**config.mk**
```make
export PLATFORM = sky130hd
export DESIGN_NAME = usb_cmd_reader
export DESIGN_NICKNAME = d
export VERILOG_FILES = /design/src/rtl/usb_cmd_reader_pkg.sv /design/src/rtl/usb_fifo_byte_reader.sv /design/src/rtl/usb_cmd_reader.sv
export SDC_FILE = /design/constraint.sdc
export NUM_CORES = 1
export LEC_CHECK = 0
export ABC_AREA = 1
export CORE_UTILIZATION = 41
export DETAILED_ROUTE_END_ITERATION = 8
export MAX_ROUTING_LAYER = met4
export PLACE_DENSITY = 0.71
export SYNTH_ARGS = -nofsm -noshare
export SYNTH_HDL_FRONTEND = slang
export SYNTH_SLANG_ARGS = --single-unit
export TNS_END_PERCENT = 10
```
**constraint.sdc**
```tcl
create_clock -name mclk -period 1.6 [get_ports mclk]
set_input_delay 0.32 -clock mclk [delete_from_list [all_inputs] [get_ports mclk]]
set_output_delay 0.32 -clock mclk [all_outputs]
set_load 0.05 [all_outputs]
```
**src/rtl/usb_cmd_reader_pkg.sv**
```systemverilog
// Shared constants and FSM encoding for the FX2 EP2 command reader.
// Packet format: 0xAA + 16-bit data, or 0b0 + 23-bit address (3 bytes each).
package usb_cmd_reader_pkg;

    localparam int          ADDR_W     = 23;
    localparam int          DATA_W     = 16;
    localparam logic [7:0]  PKT_MARKER = 8'hAA;
    localparam logic [1:0]  FIFO_ADDR  = 2'b00;

    typedef enum logic [1:0] {
        ST_IDLE   = 2'd0,
        ST_STROBE = 2'd1,
        ST_WAIT   = 2'd2
    } fetch_state_t;

    // Address packets are flagged by a clear MSB in the first byte.
    function automatic logic is_addr_hdr(input logic [7:0] b);
        return ~b[7];
    endfunction

endpackage

```
**src/rtl/usb_fifo_byte_reader.sv**
```systemverilog
// Pops single bytes from the FX2 slave FIFO: IDLE -> STROBE (SLRD low) -> WAIT.
// byte_valid_o marks the strobe cycle; the consumer samples byte_o on the edge that ends it.
module usb_fifo_byte_reader
    import usb_cmd_reader_pkg::*;
(
    input  logic       clk_i,
    input  logic       rst_n_i,
    input  logic [7:0] usb_d_i,
    input  logic       usb_flaga_i,
    input  logic       hold_i,
    output logic       usb_slrd_o,
    output logic       usb_sloe_o,
    output logic [7:0] byte_o,
    output logic       byte_valid_o
);

    fetch_state_t state_q;
    logic         slrd_q;
    logic         sloe_q;

    always_ff @(posedge clk_i) begin
        if (!rst_n_i) begin
            state_q <= ST_IDLE;
            slrd_q  <= 1'b1;
            sloe_q  <= 1'b1;
        end else begin
            sloe_q <= 1'b0;
            case (state_q)
                ST_IDLE: begin
                    if (usb_flaga_i && !hold_i) begin
                        state_q <= ST_STROBE;
                        slrd_q  <= 1'b0;
                    end
                end
                ST_STROBE: begin
                    state_q <= ST_WAIT;
                    slrd_q  <= 1'b1;
                end
                // One idle-high cycle so FLAGA reflects the pop before the next decision.
                ST_WAIT: begin
                    state_q <= ST_IDLE;
                end
                default: begin
                    state_q <= ST_IDLE;
                    slrd_q  <= 1'b1;
                end
            endcase
        end
    end

    assign usb_slrd_o   = slrd_q;
    assign usb_sloe_o   = sloe_q;
    assign byte_o       = usb_d_i;
    assign byte_valid_o = (state_q == ST_STROBE);

endmodule

```
**src/rtl/usb_cmd_reader.sv**
```systemverilog
// Reassembles 3-byte address/data packets from FX2 EP2 and presents them on valid/ready.
// Optional: USB_CMD_ADDR_AUTOINC_EN makes accepted data packets advance an internal address.
module usb_cmd_reader
    import usb_cmd_reader_pkg::*;
(
    input  logic              mclk,
    input  logic              reset,
    input  logic [7:0]        usb_d,
    input  logic              usb_flaga,
    output logic [1:0]        usb_fifoadr,
    output logic              usb_sloe,
    output logic              usb_slrd,
    output logic              pkt_valid,
    input  logic              pkt_ready,
    output logic              pkt_is_data,
    output logic [ADDR_W-1:0] pkt_addr,
    output logic [DATA_W-1:0] pkt_data,
    output logic [7:0]        err_count
);

    logic [7:0] rx_byte;
    logic       rx_valid;

    usb_fifo_byte_reader u_reader (
        .clk_i        (mclk),
        .rst_n_i      (reset),
        .usb_d_i      (usb_d),
        .usb_flaga_i  (usb_flaga),
        .hold_i       (pkt_valid),
        .usb_slrd_o   (usb_slrd),
        .usb_sloe_o   (usb_sloe),
        .byte_o       (rx_byte),
        .byte_valid_o (rx_valid)
    );

    logic [1:0]        cnt_q,      cnt_d;
    logic              hdr_data_q, hdr_data_d;
    logic [6:0]        hi_q,       hi_d;
    logic [7:0]        mid_q,      mid_d;
    logic              valid_q,    valid_d;
    logic              is_data_q,  is_data_d;
    logic [ADDR_W-1:0] addr_q,     addr_d;
    logic [DATA_W-1:0] data_q,     data_d;
    logic [7:0]        err_q,      err_d;
`ifdef USB_CMD_ADDR_AUTOINC_EN
    logic [ADDR_W-1:0] cur_q,      cur_d;
`endif

    always_comb begin
        cnt_d      = cnt_q;
        hdr_data_d = hdr_data_q;
        hi_d       = hi_q;
        mid_d      = mid_q;
        valid_d    = valid_q;
        is_data_d  = is_data_q;
        addr_d     = addr_q;
        data_d     = data_q;
        err_d      = err_q;
`ifdef USB_CMD_ADDR_AUTOINC_EN
        cur_d      = cur_q;
`endif
        if (valid_q && pkt_ready) begin
            valid_d = 1'b0;
`ifdef USB_CMD_ADDR_AUTOINC_EN
            if (is_data_q) cur_d = cur_q + ADDR_W'(1);
`endif
        end

        // rx_valid never coincides with valid_q: the fetcher is held while a packet is pending.
        if (rx_valid) begin
            case (cnt_q)
                2'd0: begin
                    if (rx_byte == PKT_MARKER) begin
                        hdr_data_d = 1'b1;
                        cnt_d      = 2'd1;
                    end else if (is_addr_hdr(rx_byte)) begin
                        hdr_data_d = 1'b0;
                        hi_d       = rx_byte[6:0];
                        cnt_d      = 2'd1;
                    end else if (err_q != 8'hFF) begin
                        err_d = err_q + 8'd1;
                    end
                end
                2'd1: begin
                    mid_d = rx_byte;
                    cnt_d = 2'd2;
                end
                default: begin
                    cnt_d   = 2'd0;
                    valid_d = 1'b1;
                    if (hdr_data_q) begin
                        is_data_d = 1'b1;
                        data_d    = {mid_q, rx_byte};
`ifdef USB_CMD_ADDR_AUTOINC_EN
                        addr_d    = cur_q;
`endif
                    end else begin
                        is_data_d = 1'b0;
                        addr_d    = {hi_q, mid_q, rx_byte};
`ifdef USB_CMD_ADDR_AUTOINC_EN
                        cur_d     = {hi_q, mid_q, rx_byte};
`endif
                    end
                end
            endcase
        end
    end

    always_ff @(posedge mclk) begin
        if (!reset) begin
            cnt_q      <= 2'd0;
            hdr_data_q <= 1'b0;
            hi_q       <= '0;
            mid_q      <= '0;
            valid_q    <= 1'b0;
            is_data_q  <= 1'b0;
            addr_q     <= '0;
            data_q     <= '0;
            err_q      <= '0;
`ifdef USB_CMD_ADDR_AUTOINC_EN
            cur_q      <= '0;
`endif
        end else begin
            cnt_q      <= cnt_d;
            hdr_data_q <= hdr_data_d;
            hi_q       <= hi_d;
            mid_q      <= mid_d;
            valid_q    <= valid_d;
            is_data_q  <= is_data_d;
            addr_q     <= addr_d;
            data_q     <= data_d;
            err_q      <= err_d;
`ifdef USB_CMD_ADDR_AUTOINC_EN
            cur_q      <= cur_d;
`endif
        end
    end

    assign usb_fifoadr = FIFO_ADDR;
    assign pkt_valid   = valid_q;
    assign pkt_is_data = is_data_q;
    assign pkt_addr    = addr_q;
    assign pkt_data    = data_q;
    assign err_count   = err_q;

endmodule
```
# Yosys cells after proc, flatten, opt, wreduce, memory -nomap -nowiden
# Cells that the tools add are included.
# word_totals
register_bits	71
out_inout_bits	53
# classes
add_sub_neg	1
n_eq_ne	8
n_mux	14
bitwise	5
n_reduce_logical	15
# op_table
cell	count
AND reduction 3 bit	3
adder 8 x 1 -> 8 bit, second input constant	1
== test 8 bit, second input constant	1
2-to-1 mux 1 bit	8
!= test 8 bit, second input constant	1
case mux 2 bit (2 select lines)	2
AND reduction 2 bit	4
2-to-1 mux 2 bit	3
NOT 1 bit	5
AND reduction 5 bit	1
== test 2 x 1 -> 1 bit, second input constant	2
zero test 2 bit	2
!= test 2 x 1 -> 1 bit, second input constant	2
AND reduction 4 bit	1
!= test 3 bit, second input constant	1
== test 2 bit, second input constant	1
logical AND 1 bit	2
case mux 1 bit (2 select lines)	1
OR reduction 2 bit	1
zero test 1 bit	1

# Logic depth before layout (Yosys ltp)
# logic_depth
word_depth	4
ltp_mapped	8
ltp_nobuf	8

# Hierarchy
# A second synthesis with hierarchy kept.
# unflattened
hier_cells	353
hier_area_um2	2766.4
# modules_own_cells
module	instances	cells_each	area_each_um2
usb_cmd_reader	1	330	2576.2
usb_fifo_byte_reader	1	23	190.2

# Least setup slack after synthesis
# No wires, ideal clock.
# synth_timing
kind	flip-flop to flip-flop
from	register err_q[0] (netlist: err_count[0])
to	register err_q[5] (netlist: err_count[5])
setup_time_ns	0.070
arrival_time_ns	1.567
required_ns	1.530
slack_ns	-0.038
path_stages_with_launch	8
synth_period_minus_slack_ns	1.638
cell_sequence	dfxtp_1 -> ha_1 -> nand2_1 -> nor2_1 -> nand2_1 -> nand3_2 -> nand2_1 -> a21oi_1
# synth_via
elab_chain_len	2
# synth_lines
item	line_no	rtl
from (decl)	usb_cmd_reader.sv:44	logic [7:0] err_q, err_d;
from (signal assigned)	usb_cmd_reader.sv:132	err_q <= err_d;
branches (longest 2 deep; another with adder 8 x 1 -> 8 bit)	n/a	
# Several ways; the timed one is not identified.
# A chain may end at the register's enable or synchronous reset.

# Worst setup path after layout
# layout_timing
from	input usb_d[7]
to	register err_q[7] (netlist: err_count[7])
# layout_via
elab_chain_len	3
# layout_lines
item	line_no	rtl
from (decl)	usb_cmd_reader.sv:8	input logic [7:0] usb_d,
== test 8 bit	usb_cmd_reader.sv:73	if (rx_byte == PKT_MARKER) begin
NOT 1 bit (no source line)	n/a	
AND reduction 5 bit (no source line) *	n/a	
# Every way passes the cells marked *; elsewhere a longest branch is shown, timed or not.

==> summary.md <==
| Metric | Value |
|---|---|
| Status | complete, no violations |
| Hold slack final | 0.463 ns |
| Reg2reg start | u_reader.state_q[1]$_SDFFE_PN0P_ |
| Gr usage total | between 20% and 30% |
| Fmax | 717 MHz |
| Minimum clock period | 1.39 ns |
| First-pass DRT Iterations | 4 |
| Nets | 439 |
| EDFF count, synth | 0 |
| Slowest stage cell, crit path | clkdlybuf4s50_1 |
| Largest net degree at the start of global routing | 32 |
| Die width | between 80 and 90 um |
| Startpoint types | input pin |
| Synth top area cells | dfxtp_1 52%, a21oi_1 8.2%, nand2_1 8.2% |
| CP peak stage delay | approximately 0.56 ns |
| Resized Gates After CTS | 0 |
| Hold Crit Depth | 2 |
| Layout area overhead | 34.9% |
| Hold path endpoint | pkt_data[10]$_SDFFE_PN0P_ |
| FF+latch count, synth | approximately 70 |
| Register area share after synthesis | between 50 and 60% |
| Routed vias/inst | 4.94 |
| CP max FO | 8 |
| PD cells | 954 nW/um2 |
| Hold Violations, Final | 0 |
| RSZ-0062 raised after global routing | false |
| Postcts setup bufs | 0 |
| Die area | between 7000 and 8000 um2 |
| Htree depth | 3 |
| Clock latency at the later pin of the worst-skew pair | between 0.3 and 0.4 ns |
| Worst slew margin | 62.3% |
| Ys flop type | dfxtp_1 |
| Final setup viols | 0 |
| Final core utilization | 57.9% |
| Setup clock skew after layout | a little under 0.009 ns |
| Setup CP Type | in2reg |
| Port Buffer Count | 62 |
| CP Capture Type | flip-flop |
| GPL Wtd Cong | 0.828 |
| CP Data Arrival Time | 1.63 ns |
| First-pass GRT wire length | 11100 um |
| Clock Tree Root | clkbuf_8 |
| Cell leakage power | roughly 1.5 nW |
| Syn Area/Cell | ~8 um2 |
| Area leader, netlist | dfxtp_1 |
| Pins Over Slew Limit | 0 |
| Mapped cell area | 2740 um2 |
| Cell Count Post-Placement | 492 |
| VDD IR max | 558 uV |
| Async set-or-reset flop fraction in the synthesized netlist | 0% |
| Slew @ Worst Pin | 0.565 ns |
| Top cell type's share of synthesized area | around half |
| Worst Hold Class | reg2reg |
| Num ports | 65 |
| Starting density of the core | 42.9% |
| Layout cells sized above 1 | 24.8% |
| CP cell instances | clkdlybuf4s50_1, clkinv_1, nor2_1, nand3_2, nand2_1, a21oi_1 |
| Vias in the first global route | ~2400 |
| Core ar. | 6390 um2 |
| Crit share post-route | 87.1% |
| Most frequent cell after synthesis | dfxtp_1 |
| Total grt overflow | 0 |
| R2R setup slack | 0.21 ns |
| Final WL | 6720 um |
| Max Cap Violations | 0 |
| Clk slew on worst S/H paths | around 0.07 ns |
| Post-route ant nets | 0 |
| CP required | 1.84 ns |
| Initial antenna violation count | 0 |
| Synth unique cells | 30 |
| Iter 0 DRT Violations | 230 |
| Hold_buf cts | 0 |
| Non-filler cells, final | 508 |
| Worst hold path startpoint | pkt_data[10]$_SDFFE_PN0P_ |
| Reg-to-reg endpoint | pkt_data[14]$_SDFFE_PN0P_ |
| Syn Inst Count | ~350 |
| FP Rows | 29 |
| CTS Buf Count | 9 |
| Hpwl dp | a little under 5000 um |
| Wire per inst | around 13 um |
| CTS Buffer Depth | 2 |
| CTS tree | yes |
| Ant diodes | 0 |
| Yosys warns | 0 |
| Residual DRC | 0 |
| Die Ht | roughly 84 um |
| Vias | ~2500 |
| Top cells by count, synth | 71 x dfxtp_1, 60 x nand2_1, 50 x nor2_1 |
| Path depth of the worst reg2reg path | 6 |
| CTS sink cnt | 71 |
## through the flow
stage	area (um2)	power, mW	setup TNS, ns	setup WS, ns
final	3700	3.53	0	0.206
after CTS	3700	3.54	0	0.211
after global routing	3700	3.63	0	0.0472
after detailed placement	3490	2.09	-0.999	-0.119
after floorplan	2750	1.98	0	0.133
after global placement	3490	2.08	-0.413	-0.0528
## critical path, delay by kind of cell
kind	cells	cell delay (ns)
AOI/OAI and AO/OA	1	0.06
and+or+nand+nor	3	0.54
buffers and inverters	2	0.70
## registers in the layout, indices dropped and copies added (netlist names)
signal               cells
u_reader.usb_slrd_o      1
hi_q                     7
pkt_valid                1
cnt_q                    2
u_reader.state_q         2
pkt_data                16
pkt_is_data              1
hdr_data_q               1
u_reader.usb_sloe_o      1
pkt_addr                23
err_count                8
mid_q                    8
## report_power, final
part	internal, mW	leakage, nW	switching [mW]
combinational	0.0959	0.855	0.153
sequential	1.79	0.574	0.0145
clock	0.802	0.105	0.675
total	2.69	1.53	0.842
## area by class of cell
class,instances,area (um2)
clock buffers,11,151
clock inverters,5,56.3
fillers,596,2690
inverters,22,87.6
multi-input cells,234,1110
flip-flops and latches,71,1420
well taps,77,96.3
repair buffers,88,776
## worst max path at each step
stage	from	endpoint	slack (ns)
finish	usb_d[7]	err_count[7]$_SDFFE_PN0P_	0.21
global route	u_reader.state_q[0]$_SDFFE_PN0P_	pkt_addr[22]$_SDFFE_PN0P_	0.05
CTS	u_reader.state_q[1]$_SDFFE_PN0P_	pkt_data[14]$_SDFFE_PN0P_	0.21
detailed placement	usb_d[7]	err_count[7]$_SDFFE_PN0P_	-0.12
global placement	usb_d[7]	err_count[4]$_SDFFE_PN0P_	-0.05
floorplan	err_count[3]$_SDFFE_PN0P_	err_count[5]$_SDFFE_PN0P_	0.13
## logic make-up (layout without fill, tap and decap cells)
group,after synthesis,after routing,share of synthesized area [%]
other cells,1,2,0.137
xor+xnor,4,4,1.28
fa+ha+maj,1,1,0.456
flops,71,71,51.8
simple gates,146,146,23.2
buf+inv,41,126,7.90
compound gates,81,81,15.2
## cells in the final DEF (no fill, tap or decap), drive strengths merged, types with 2 or more instances in the layout
cell and instances:
clkdlybuf4s50 11, nand4 2, xnor2 2, xor2 2, nand3 27, conb 2
a21oi 45, o21ai 34, clkinv 5, inv 20, nand2 63, nor2 52
dfxtp 71, buf 77, clkbuf 11
## routing by layer
metal  routed length [um]  vias up  track usage, %  part of all wire [%]
met5                    0        -               -                     0
met4                   97        0            9.40                   1.4
met3                  330        8            3.46                   4.9
met2                 3210       70            31.6                    48
met1                 3080     1146            25.6                    46
li1                     -     1287               -                     -
No activity file was read; power rests on OpenSTA's default activity.
